$ cat config.mk
export PLATFORM = sky130hd
export DESIGN_NAME = cmsdk_swd_host
export DESIGN_NICKNAME = d
export VERILOG_FILES = /design/src/rtl/cmsdk_swd_pkg.sv /design/src/rtl/cmsdk_swd_clkgen.sv /design/src/rtl/cmsdk_swd_host.sv
export SDC_FILE = /design/constraint.sdc
export NUM_CORES = 1
export LEC_CHECK = 0
export ABC_AREA = 1
export BUFFER_PORTS_ARGS = -buffer_cell sky130_fd_sc_hd__buf_2
export CORE_UTILIZATION = 59
export DETAILED_ROUTE_END_ITERATION = 8
export PLACE_DENSITY = 0.84
export REMOVE_ABC_BUFFERS = 1
export SLEW_MARGIN = 20
export SYNTH_ARGS = -nofsm -noshare
export SYNTH_HDL_FRONTEND = slang
export SYNTH_SLANG_ARGS = --single-unit
$ cat constraint.sdc
create_clock -name HCLK -period 3.35 [get_ports HCLK]
set_clock_uncertainty 0.1 [all_clocks]
set_input_delay 0.335 -clock HCLK [delete_from_list [all_inputs] [get_ports HCLK]]
set_output_delay 0.335 -clock HCLK [all_outputs]
set_load 0.02 [all_outputs]
$ cat src/rtl/cmsdk_swd_pkg.sv
// rtl/cmsdk_swd_pkg.sv - SWD host shared constants, FSM encoding and helpers (LRST state under CMSDK_SWD_HOST_LINE_RESET_EN)
package cmsdk_swd_pkg;

    localparam logic [2:0] ACK_OK    = 3'b001;
    localparam logic [2:0] ACK_WAIT  = 3'b010;
    localparam logic [2:0] ACK_FAULT = 3'b100;

    localparam logic [5:0] LEN_REQ  = 6'd8;
    localparam logic [5:0] LEN_TRN  = 6'd1;
    localparam logic [5:0] LEN_ACK  = 6'd3;
    localparam logic [5:0] LEN_DATA = 6'd33;
    localparam logic [5:0] LEN_TAIL = 6'd2;
    localparam logic [5:0] LEN_LRST = 6'd56;

    typedef enum logic [3:0] {
        ST_IDLE  = 4'd0,
        ST_REQ   = 4'd1,
        ST_TRN1  = 4'd2,
        ST_ACK   = 4'd3,
        ST_RDATA = 4'd4,
        ST_TRN2  = 4'd5,
        ST_WDATA = 4'd6,
        ST_TAIL  = 4'd7,
        ST_RESP  = 4'd8
`ifdef CMSDK_SWD_HOST_LINE_RESET_EN
        ,
        ST_LRST  = 4'd9
`endif
    } swd_state_t;

    // Number of bit periods spent in each wire phase.
    function automatic logic [5:0] phase_len(input swd_state_t st);
        case (st)
            ST_REQ:   phase_len = LEN_REQ;
            ST_ACK:   phase_len = LEN_ACK;
            ST_RDATA: phase_len = LEN_DATA;
            ST_WDATA: phase_len = LEN_DATA;
            ST_TAIL:  phase_len = LEN_TAIL;
`ifdef CMSDK_SWD_HOST_LINE_RESET_EN
            ST_LRST:  phase_len = LEN_LRST;
`endif
            default:  phase_len = LEN_TRN;
        endcase
    endfunction

    // Packet request header, bit 0 goes on the wire first.
    function automatic logic [7:0] req_header(input logic apndp, input logic rnw, input logic [1:0] addr);
        req_header = {1'b1, 1'b0, apndp ^ rnw ^ addr[0] ^ addr[1], addr[1], addr[0], rnw, apndp, 1'b1};
    endfunction

endpackage

$ cat src/rtl/cmsdk_swd_clkgen.sv
// rtl/cmsdk_swd_clkgen.sv - SWCLK divider producing swclk_o plus fall/rise strobes
module cmsdk_swd_clkgen #(
    parameter int CLKDIV = 4
) (
    input  logic HCLK,
    input  logic HRESET,
    input  logic run,
    output logic swclk_o,
    output logic fall_stb,
    output logic rise_stb
);

    localparam logic [8:0] RISE_AT = 9'(CLKDIV - 1);
    localparam logic [8:0] FALL_AT = 9'(2 * CLKDIV - 1);

    logic [8:0] cnt_q;
    logic       swclk_q;

    // Strobes mark the edge on which swclk rises (sample) and falls (next bit).
    assign rise_stb = run && (cnt_q == RISE_AT);
    assign fall_stb = run && (cnt_q == FALL_AT);
    assign swclk_o  = swclk_q;

    // Position within the current bit period; parked at zero while idle.
    always_ff @(posedge HCLK) begin
        if (HRESET || !run) begin
            cnt_q <= '0;
        end else if (fall_stb) begin
            cnt_q <= '0;
        end else begin
            cnt_q <= cnt_q + 9'd1;
        end
    end

    // SWCLK: low for the first half of each period, high for the second.
    always_ff @(posedge HCLK) begin
        if (HRESET || !run) begin
            swclk_q <= 1'b0;
        end else if (rise_stb) begin
            swclk_q <= 1'b1;
        end else if (fall_stb) begin
            swclk_q <= 1'b0;
        end
    end

endmodule

$ cat src/rtl/cmsdk_swd_host.sv
// rtl/cmsdk_swd_host.sv - SWD host packet engine; line reset support under CMSDK_SWD_HOST_LINE_RESET_EN
module cmsdk_swd_host
    import cmsdk_swd_pkg::*;
#(
    parameter int CLKDIV = 4
) (
    input  logic        HCLK,
    input  logic        HRESET,
    input  logic        req_valid,
    output logic        req_ready,
    input  logic        req_apndp,
    input  logic        req_rnw,
    input  logic [1:0]  req_addr,
    input  logic [31:0] req_wdata,
`ifdef CMSDK_SWD_HOST_LINE_RESET_EN
    input  logic        req_lrst,
`endif
    output logic        rsp_valid,
    input  logic        rsp_ready,
    output logic [2:0]  rsp_ack,
    output logic [31:0] rsp_rdata,
    output logic        rsp_perr,
    output logic        swclk_o,
    output logic        swdio_o,
    output logic        swdio_oe,
    input  logic        swdio_i
);

    swd_state_t  state_q;
    logic [5:0]  bit_q;
    logic [7:0]  hdr_q;
    logic        rnw_q;
    logic [31:0] wdata_q;
    logic        wpar_q;
    logic [2:0]  ack_q;
    logic [31:0] rdata_q;
    logic        rpar_q;
    logic        swdio_o_q;
    logic        swdio_oe_q;
    logic        rsp_valid_q;
    logic [2:0]  rsp_ack_q;
    logic [31:0] rsp_rdata_q;
    logic        rsp_perr_q;

    logic        run;
    logic        fall_stb;
    logic        rise_stb;
    logic        last_bit;
    logic        read_ok;
    swd_state_t  nxt_state;
    swd_state_t  drv_st;
    logic [5:0]  drv_idx;
    logic        drv_o;
    logic        drv_oe;

    assign run       = (state_q != ST_IDLE) && (state_q != ST_RESP);
    assign req_ready = (state_q == ST_IDLE);
    assign rsp_valid = rsp_valid_q;
    assign rsp_ack   = rsp_ack_q;
    assign rsp_rdata = rsp_rdata_q;
    assign rsp_perr  = rsp_perr_q;
    assign swdio_o   = swdio_o_q;
    assign swdio_oe  = swdio_oe_q;

    cmsdk_swd_clkgen #(
        .CLKDIV (CLKDIV)
    ) u_clkgen (
        .HCLK     (HCLK),
        .HRESET   (HRESET),
        .run      (run),
        .swclk_o  (swclk_o),
        .fall_stb (fall_stb),
        .rise_stb (rise_stb)
    );

    // Phase sequencing and the line value for the bit that starts at the next fall.
    always_comb begin
        last_bit  = (bit_q == phase_len(state_q) - 6'd1);
        read_ok   = (ack_q == ACK_OK) && rnw_q;
        nxt_state = ST_IDLE;
        case (state_q)
            ST_REQ:   nxt_state = ST_TRN1;
            ST_TRN1:  nxt_state = ST_ACK;
            ST_ACK:   nxt_state = read_ok ? ST_RDATA : ST_TRN2;
            ST_RDATA: nxt_state = ST_TRN2;
            ST_TRN2:  nxt_state = ((ack_q == ACK_OK) && !rnw_q) ? ST_WDATA : ST_TAIL;
            ST_WDATA: nxt_state = ST_TAIL;
`ifdef CMSDK_SWD_HOST_LINE_RESET_EN
            ST_LRST:  nxt_state = ST_TAIL;
`endif
            ST_TAIL:  nxt_state = ST_RESP;
            default:  nxt_state = ST_IDLE;
        endcase

        drv_st  = last_bit ? nxt_state : state_q;
        drv_idx = last_bit ? 6'd0 : (bit_q + 6'd1);
        drv_o   = 1'b0;
        drv_oe  = 1'b1;
        case (drv_st)
            ST_REQ:   drv_o = hdr_q[drv_idx[2:0]];
            ST_TRN1,
            ST_ACK,
            ST_RDATA: drv_oe = 1'b0;
            // Turnaround after read data: the target still owns the line.
            ST_TRN2:  drv_oe = !read_ok;
            ST_WDATA: drv_o = (drv_idx == 6'd32) ? wpar_q : wdata_q[drv_idx[4:0]];
`ifdef CMSDK_SWD_HOST_LINE_RESET_EN
            ST_LRST:  drv_o = 1'b1;
`endif
            default:  drv_o = 1'b0;
        endcase
    end

    // Main FSM: accept request, shift the packet bit by bit, hold the response.
    always_ff @(posedge HCLK) begin
        if (HRESET) begin
            state_q     <= ST_IDLE;
            bit_q       <= '0;
            hdr_q       <= '0;
            rnw_q       <= 1'b0;
            wdata_q     <= '0;
            wpar_q      <= 1'b0;
            ack_q       <= '0;
            rdata_q     <= '0;
            rpar_q      <= 1'b0;
            swdio_o_q   <= 1'b0;
            swdio_oe_q  <= 1'b1;
            rsp_valid_q <= 1'b0;
            rsp_ack_q   <= '0;
            rsp_rdata_q <= '0;
            rsp_perr_q  <= 1'b0;
        end else begin
            case (state_q)
                ST_IDLE: begin
                    if (req_valid) begin
                        hdr_q      <= req_header(req_apndp, req_rnw, req_addr);
                        rnw_q      <= req_rnw;
                        wdata_q    <= req_wdata;
                        wpar_q     <= ^req_wdata;
                        ack_q      <= '0;
                        rdata_q    <= '0;
                        rpar_q     <= 1'b0;
                        bit_q      <= '0;
                        // Both the header start bit and line reset begin with a 1.
                        swdio_o_q  <= 1'b1;
                        swdio_oe_q <= 1'b1;
`ifdef CMSDK_SWD_HOST_LINE_RESET_EN
                        state_q    <= req_lrst ? ST_LRST : ST_REQ;
`else
                        state_q    <= ST_REQ;
`endif
                    end
                end
                ST_RESP: begin
                    if (rsp_ready) begin
                        rsp_valid_q <= 1'b0;
                        state_q     <= ST_IDLE;
                    end
                end
                default: begin
                    if (rise_stb) begin
                        if (state_q == ST_ACK) begin
                            ack_q[bit_q[1:0]] <= swdio_i;
                        end else if (state_q == ST_RDATA) begin
                            if (bit_q == 6'd32) begin
                                rpar_q <= swdio_i;
                            end else begin
                                rdata_q[bit_q[4:0]] <= swdio_i;
                            end
                        end
                    end
                    if (fall_stb) begin
                        swdio_o_q  <= drv_o;
                        swdio_oe_q <= drv_oe;
                        if (last_bit) begin
                            state_q <= nxt_state;
                            bit_q   <= '0;
                            if (nxt_state == ST_RESP) begin
                                rsp_valid_q <= 1'b1;
                                rsp_ack_q   <= ack_q;
                                rsp_rdata_q <= read_ok ? rdata_q : 32'h0;
                                rsp_perr_q  <= read_ok ? ((^rdata_q) ^ rpar_q) : 1'b0;
                            end
                        end else begin
                            bit_q <= bit_q + 6'd1;
                        end
                    end
                end
            endcase
        end
    end

endmodule
Word level (Yosys, flattened, before mapping)
Cells that the tools add are included.
{"block": "totals", "word_cells": 152, "regBits": 136, "inputBits": 41, "out_inout_bits": 41}
{"block": "classes", "n_mux": 56, "n_reduce_logical": 37, "n_eq_ne": 26, "n_bitwise": 7, "magnitude_cmp": 6, "n_addsub": 3}
{"op": "2-to-1 mux 32 bit", "count": 6}
{"op": "one-hot mux 32 bit (2 select lines)", "count": 1}
{"op": "parity 32 bit", "count": 2}
{"op": "bitwise mux 32 bit", "count": 1}
{"op": "== test 4 x 3 -> 1 bit (second input constant)", "count": 7}
{"op": "one-hot mux 4 bit (7 select lines)", "count": 1}
{"op": "one-hot mux 6 bit (4 select lines)", "count": 1}
{"op": "2-to-1 mux 1 bit", "count": 22}
{"op": "2-to-1 mux 6 bit", "count": 3}
{"op": "nonzero test 2 bit", "count": 9}
{"op": "== test 4 x 2 -> 1 bit (second input constant)", "count": 4}
{"op": "2-to-1 mux 4 bit", "count": 4}
{"op": "== test 6 bit (second input constant)", "count": 2}
{"op": "less-than comparator 5 x 6 -> 1 bit (second input constant)", "count": 2}
{"op": "one-hot mux 1 bit (2 select lines)", "count": 6}
{"op": "one-hot mux 6 bit (2 select lines)", "count": 1}
{"op": "AND reduction 6 bit", "count": 2}
{"op": "adder 9 x 1 -> 9 bit (second input constant)", "count": 1}
{"op": "== test 9 x 2 -> 1 bit (second input constant)", "count": 1}
{"op": "== test 9 x 3 -> 1 bit (second input constant)", "count": 1}
{"op": "2-to-1 mux 3 bit", "count": 3}
{"op": "== test 4 x 1 -> 1 bit (second input constant)", "count": 2}
{"op": "== test 4 bit (second input constant)", "count": 2}
{"op": "!= test 2 bit (second input constant)", "count": 4}
{"op": "30 further kinds", "count": 47}

Depth between registers and ports, before layout
{"block": "depth", "ltp_word": 12, "mapped_depth": 26, "mapped_depth_nobuf": 25}

Cells and area by module
A second synthesis with hierarchy kept.
{"block": "hier_totals", "hier_cells": 1005, "hier_area_um2": 6982.9}
{"module": "cmsdk_swd_host", "n_inst": 1, "area_per_inst_um2": 6481.2, "cells_each": 928, "seq_area_each_um2": 2482.4}
{"module": "cmsdk_swd_clkgen", "n_inst": 1, "area_per_inst_um2": 501.7, "cells_each": 77, "seq_area_each_um2": 200.2}

Worst setup path after synthesis
Ideal clock, no wire load.
{"block": "synth_path", "kind": "reg2reg", "startpoint": "reg state_q[3]", "endpoint": "reg swdio_o_q (netlist: swdio_o)", "arrival_time_ns": 2.803, "required_ns": 3.128, "path_slack_ns": 0.325, "setup_time_ns": 0.122, "path_stages_with_launch": 26, "period_less_slack_ns": 3.025, "path_cell_list": "dfxtp_1 nor2_1 inv_2 nor2_4 inv_2 nand2_2 inv_1 ha_1 ha_1 nand2_1 inv_1 nor2_1 nand2_1 nor2_2 nand2_4 o21bai_4 buf_4 nand2_1 nand3_1 nand3_1 nand3_1 nand2_1 nor2_1 nand2_1 nand2_1 a21oi_2"}
{"block": "synth_between", "elab_chain_cells": 12, "word_cells_on_any_way": 35, "classes_between": "add/sub (1); eq/ne (14); mux (12); bitwise (1); reduce/logical (7)"}
{"item": "start, declared", "line_no": "cmsdk_swd_host.sv:29", "source": "swd_state_t state_q;"}
{"item": "start signal, assigned", "line_no": "cmsdk_swd_host.sv:176", "source": "state_q <= nxt_state;"}
{"item": "== test 4 x 3 -> 1 bit", "line_no": "cmsdk_swd_pkg.sv:33, cmsdk_swd_host.sv:81"}
{"item": "OR reduction 2 bit (no line)"}
{"item": "one-hot mux 6 bit (4 select lines)", "line_no": "cmsdk_swd_pkg.sv:33", "source": "case (st)"}
{"item": "subtractor 6 x 1 -> 6 bit", "line_no": "cmsdk_swd_host.sv:78", "source": "last_bit = (bit_q == phase_len(state_q) - 6'd1);"}
{"item": "== test 6 bit", "line_no": "cmsdk_swd_host.sv:78"}
{"item": "2-to-1 mux 6 bit", "line_no": "cmsdk_swd_host.sv:96", "source": "drv_idx = last_bit ? 6'd0 : (bit_q + 6'd1);"}
{"item": "binary-select mux 1 bit (select 5 bit)", "line_no": "cmsdk_swd_host.sv:106", "source": "ST_WDATA: drv_o = (drv_idx == 6'd32) ? wpar_q : wdata_q[drv_idx[4:0]];"}
{"item": "2-to-1 mux 1 bit (implied by the code)", "line_no": "cmsdk_swd_host.sv:106"}
{"item": "2-to-1 mux 1 bit", "line_no": "cmsdk_swd_host.sv:106"}
{"item": "one-hot mux 1 bit (2 select lines)", "line_no": "cmsdk_swd_host.sv:99", "source": "case (drv_st)"}
{"item": "2-to-1 mux 1 bit", "line_no": "cmsdk_swd_host.sv:172", "source": "if (fall_stb) begin"}
{"item": "one-hot mux 1 bit (2 select lines)", "line_no": "cmsdk_swd_host.sv:133", "source": "case (state_q)"}
{"item": "end signal, assigned", "line_no": "cmsdk_swd_host.sv:173", "source": "swdio_o_q <= drv_o;"}
{"item": "end, declared", "line_no": "cmsdk_swd_host.sv:38", "source": "logic swdio_o_q;"}
Parallel ways exist; a longest one is shown, timed or not. The select of a mux whose other input is x is not followed.
A chain may end at the register's enable or synchronous reset.

Worst setup path in the final report
{"block": "layout_path", "startpoint": "reg state_q[3]", "endpoint": "reg rsp_rdata_q[22] (netlist: rsp_rdata[22])"}
{"block": "layout_between", "elab_chain_cells": 6, "word_cells_on_any_way": 22, "classes_between": "add/sub (1); eq/ne (11); mux (2); bitwise (1); reduce/logical (7)"}
{"item": "== test 4 x 3 -> 1 bit", "line_no": "cmsdk_swd_pkg.sv:33, cmsdk_swd_host.sv:81"}
{"item": "OR reduction 2 bit (no line)"}
{"item": "one-hot mux 6 bit (4 select lines)", "line_no": "cmsdk_swd_pkg.sv:33"}
{"item": "subtractor 6 x 1 -> 6 bit", "line_no": "cmsdk_swd_host.sv:78"}
{"item": "== test 6 bit", "line_no": "cmsdk_swd_host.sv:78"}
{"item": "AND reduction 4 bit (no line) (*)"}
{"item": "end signal, assigned", "line_no": "cmsdk_swd_host.sv:181", "source": "rsp_rdata_q <= read_ok ? rdata_q : 32'h0;"}
{"item": "end, declared", "line_no": "cmsdk_swd_host.sv:42", "source": "logic [31:0] rsp_rdata_q;"}
Every way passes the cells marked *; elsewhere a longest branch is shown, timed or not.

==> results.sh <==
export IMPL_status="complete, no violations"
export IMPL_numCtsBuffers=17
export IMPL_cts_hold_buf=0
export IMPL_maxCapViolCount=0
export IMPL_p_leak_nw=3.30
export IMPL_gp_congestion=0.911
export IMPL_synthMuxAreaShare=0
export IMPL_synth_seq_cells=134
export IMPL_setup_viol=0
export IMPL_maxSlewViolCount=0
export IMPL_hold_viol=0
export IMPL_max_stage_delay_ns=0.36
export IMPL_antenna_found_initial=0
export IMPL_dieWidth_microns=111
export IMPL_grt_pass1_wl_microns=27200
export IMPL_final_period_utilization=0.966
export IMPL_yosys_area_share_simple=0.260
export IMPL_die_area_sq_um=12200
export IMPL_arrival_ns=3.49
export IMPL_period_minus_slack_ns=3.24
export IMPL_routedWlPerCell_microns=13.5
export IMPL_dr_first_iter_drc_count=458
export IMPL_netlist_area_sq_um=6960
export IMPL_hpwlAfterDp_microns=10700
export IMPL_chipHeight_microns=111
export IMPL_power_density_nw_per_um2=578
export IMPL_antenna_cells=0
export IMPL_ys_types=41
export IMPL_io_pins=82
export IMPL_synth_edff_count=0
export IMPL_placed_cell_area_sq_um=7480
export IMPL_synth_fa_ha_area_frac=0.0126
export IMPL_syn_to_final_growth_pct=18.0
export IMPL_cts_sinks=134
export IMPL_yosysTopAreaCell="dfxtp_1"
export IMPL_layout_drive_gt1_share=0.163
export IMPL_core_sq_um=11500
export IMPL_power_mw=4.75
export IMPL_first_pass_iters=7
export IMPL_rr_worst_depth=21
export IMPL_drc=0
export IMPL_clk_transition_reported_paths_ns=0.06
export IMPL_cts_max_level=4
export IMPL_clockBufferDepth=2
export IMPL_placementRows=39
export IMPL_cts_root_buf="clkbuf_16"
export IMPL_cp_max_fo=8
export IMPL_worstMarginPinSlew_ns=0.857
export IMPL_worstSetupStartpoint="state_q[3]"
export IMPL_irDropWorstVdd_mv=0.516
export IMPL_synth_avg_cell_area_sq_um=7.02
export IMPL_yosysWarningCount=0
export IMPL_slew_headroom=0.422
export IMPL_tritoncts="done"
export IMPL_drt_vias_per_instance=5.39
export IMPL_ys_async_sr_fraction=0
export IMPL_critPathLaunchType="register"
export IMPL_synth_top_family_by_area="simple AND/OR/NAND/NOR gates"
export IMPL_crit_path_end="rsp_rdata[22]"
export IMPL_path_class="register to register"
export IMPL_crit_chain="nor2_2 > inv_2 > nor2_4 > inv_2 > nand2_2 > inv_2 > ha_2 > ha_1 > nand2_1 > inv_1 > nor2_1 > nand2_1 > nor2_2 > nand2_4 > nor2_4 > nand4_4 > nor2_4 > buf_12 > clkbuf_16 > nand2_1 > a21oi_1"
export IMPL_fmax_ghz=0.309
export IMPL_end_kind="register"
export IMPL_slowest_stage="dfxtp_2"
export IMPL_hold_class="primary input to register"
export IMPL_ys_flop_type="dfxtp_1"
export IMPL_required_ns=3.60
export IMPL_rr_endpoint="rsp_rdata[22]"
export IMPL_reg2reg_from="state_q[3]"
export IMPL_synthDominantCellAreaShare=0.385
export IMPL_grt_usage=0.272
export IMPL_finalWirelength_microns=16500
export IMPL_grt_pass1_vias=5954
export IMPL_nNetsFinal=1111
export IMPL_clock_latency_ns=0.43
export IMPL_synth_compound_area_share=0.166
export IMPL_drtAntennaViolNets=0
export IMPL_vias=6565
export IMPL_portBuffers=81
export IMPL_grt_start_max_net_pins=83
export IMPL_grt_remaining_overflow=0
export IMPL_synth_xor_area_share=0.0906
export IMPL_start_util=0.607
export IMPL_finalSetupTns_ns=0
export IMPL_fin_area_sq_um=8210
export IMPL_yosys_top_cells_area="dfxtp_1 (39%), nand2_1 (11%), a21oi_1 (8.7%)"
export IMPL_rrSetupSlack_ns=0.11
export IMPL_seq_area_frac_synth=0.385
export IMPL_synth_cells=991
==> timing repair <==
action                     4_1_cts  5_1_grt
resized for setup                0       10
setup endpoints to repair        0       35
buffers inserted                 0        2
==> cells in the mapped netlist, types with 5 or more instances <==
cell	count
nand2_2	5
nand4_1	5
nand2_1	199
clkbuf_1	30
inv_1	91
inv_2	7
nor2_2	5
buf_2	14
ha_1	7
dfxtp_1	134
xor2_1	19
nand3_1	85
o21ai_0	82
nor2_1	88
nor3_1	9
xnor2_1	53
a21oi_1	121
==> worst min-delay path by stage <==
stage / start / to / cells after the start / slack (ns)
after CTS: req_addr[0] / hdr_q[3] / 3 / 0.06
after floorplan: HRESET / ack_q[0] / 1 / 0.30
final: req_wdata[19] / wdata_q[19] / 3 / 0.06
after global placement: rsp_ack[0] / rsp_ack[0] / 2 / 0.33
after detailed placement: u_clkgen.cnt_q[0] / u_clkgen.cnt_q[0] / 1 / 0.34
after global routing: req_wdata[6] / wdata_q[6] / 3 / 0.07
==> through the flow <==
step | cells | hold slack, ns | utilization | setup slack (ns)
2_1_floorplan | 942 | 0.304 | - | -0.927
3_3_place_gp | 1180 | 0.329 | 0.650 | 0.114
3_5_place_dp | 1181 | 0.341 | 0.652 | 0.0125
4_1_cts | 1213 | 0.0575 | 0.704 | 0.00268
5_1_grt | 1219 | 0.0701 | 0.716 | -0.0543
6_report | 1219 | 0.0640 | 0.716 | 0.114
==> cell usage in the layout, fill, tap and decap left out, types with 6 or more instances in the layout <==
cell type  synthesis  final
buf_2             14     81
clkbuf_16          0     19
inv_2              7      8
a21oi_1          121    120
nand3_1           85     85
nor2_2             5      6
buf_4              3     12
dfxtp_1          134    132
nor2_1            88     86
nor3_1             9      9
nand2_1          199    198
xnor2_1           53     53
ha_1               7      6
inv_1             91     90
xor2_1            19     19
o21ai_0           82     82
==> report_power, final <==
group / internal [mW] / total [mW] / switching [mW]
Clock: 1.15 / 1.85 / 0.702
Sequential: 1.68 / 1.71 / 0.0333
Combinational: 0.424 / 1.18 / 0.760
Total: 3.25 / 4.75 / 1.50
==> cells by family (layout without fill, tap and decap cells) <==
logic type      Yosys count  in the layout
simple gates            410            411
fa+ha+maj                 7              7
flops                   134            134
buf+inv                 149            233
xor+xnor                 72             72
compound gates          219            219
==> layer usage <==
layer  track usage  part of all wire
met2         0.452              0.49
met5             0                 0
met4         0.103             0.016
met1         0.341              0.45
met3        0.0631             0.045
==> cell type report <==
cell class | instances | area (sq um)
flip-flops and latches | 134 | 2690
inverters | 100 | 375
repair buffers | 101 | 656
well taps | 143 | 179
clock buffers | 21 | 470
clock inverters | 11 | 124
fillers | 923 | 3260
multi-input cells | 709 | 3720
==> state kept, by name, indices dropped and copies added, names as in the netlist, 3 cells and up <==
name	count
state_q	4
ack_q	3
bit_q	6
rdata_q	32
wdata_q	32
rsp_ack	3
hdr_q	6
rsp_rdata	32
u_clkgen.cnt_q	9
==> worst max-delay path: cells and delay by family (launching register included) <==
kind            cells  cell delay, ns
buf+inv             6            0.53
compound gates      1            0.12
simple gates       12            1.50
flops               1            0.36
fa+ha+maj           2            0.54
Power figures use the tool's default switching activity.
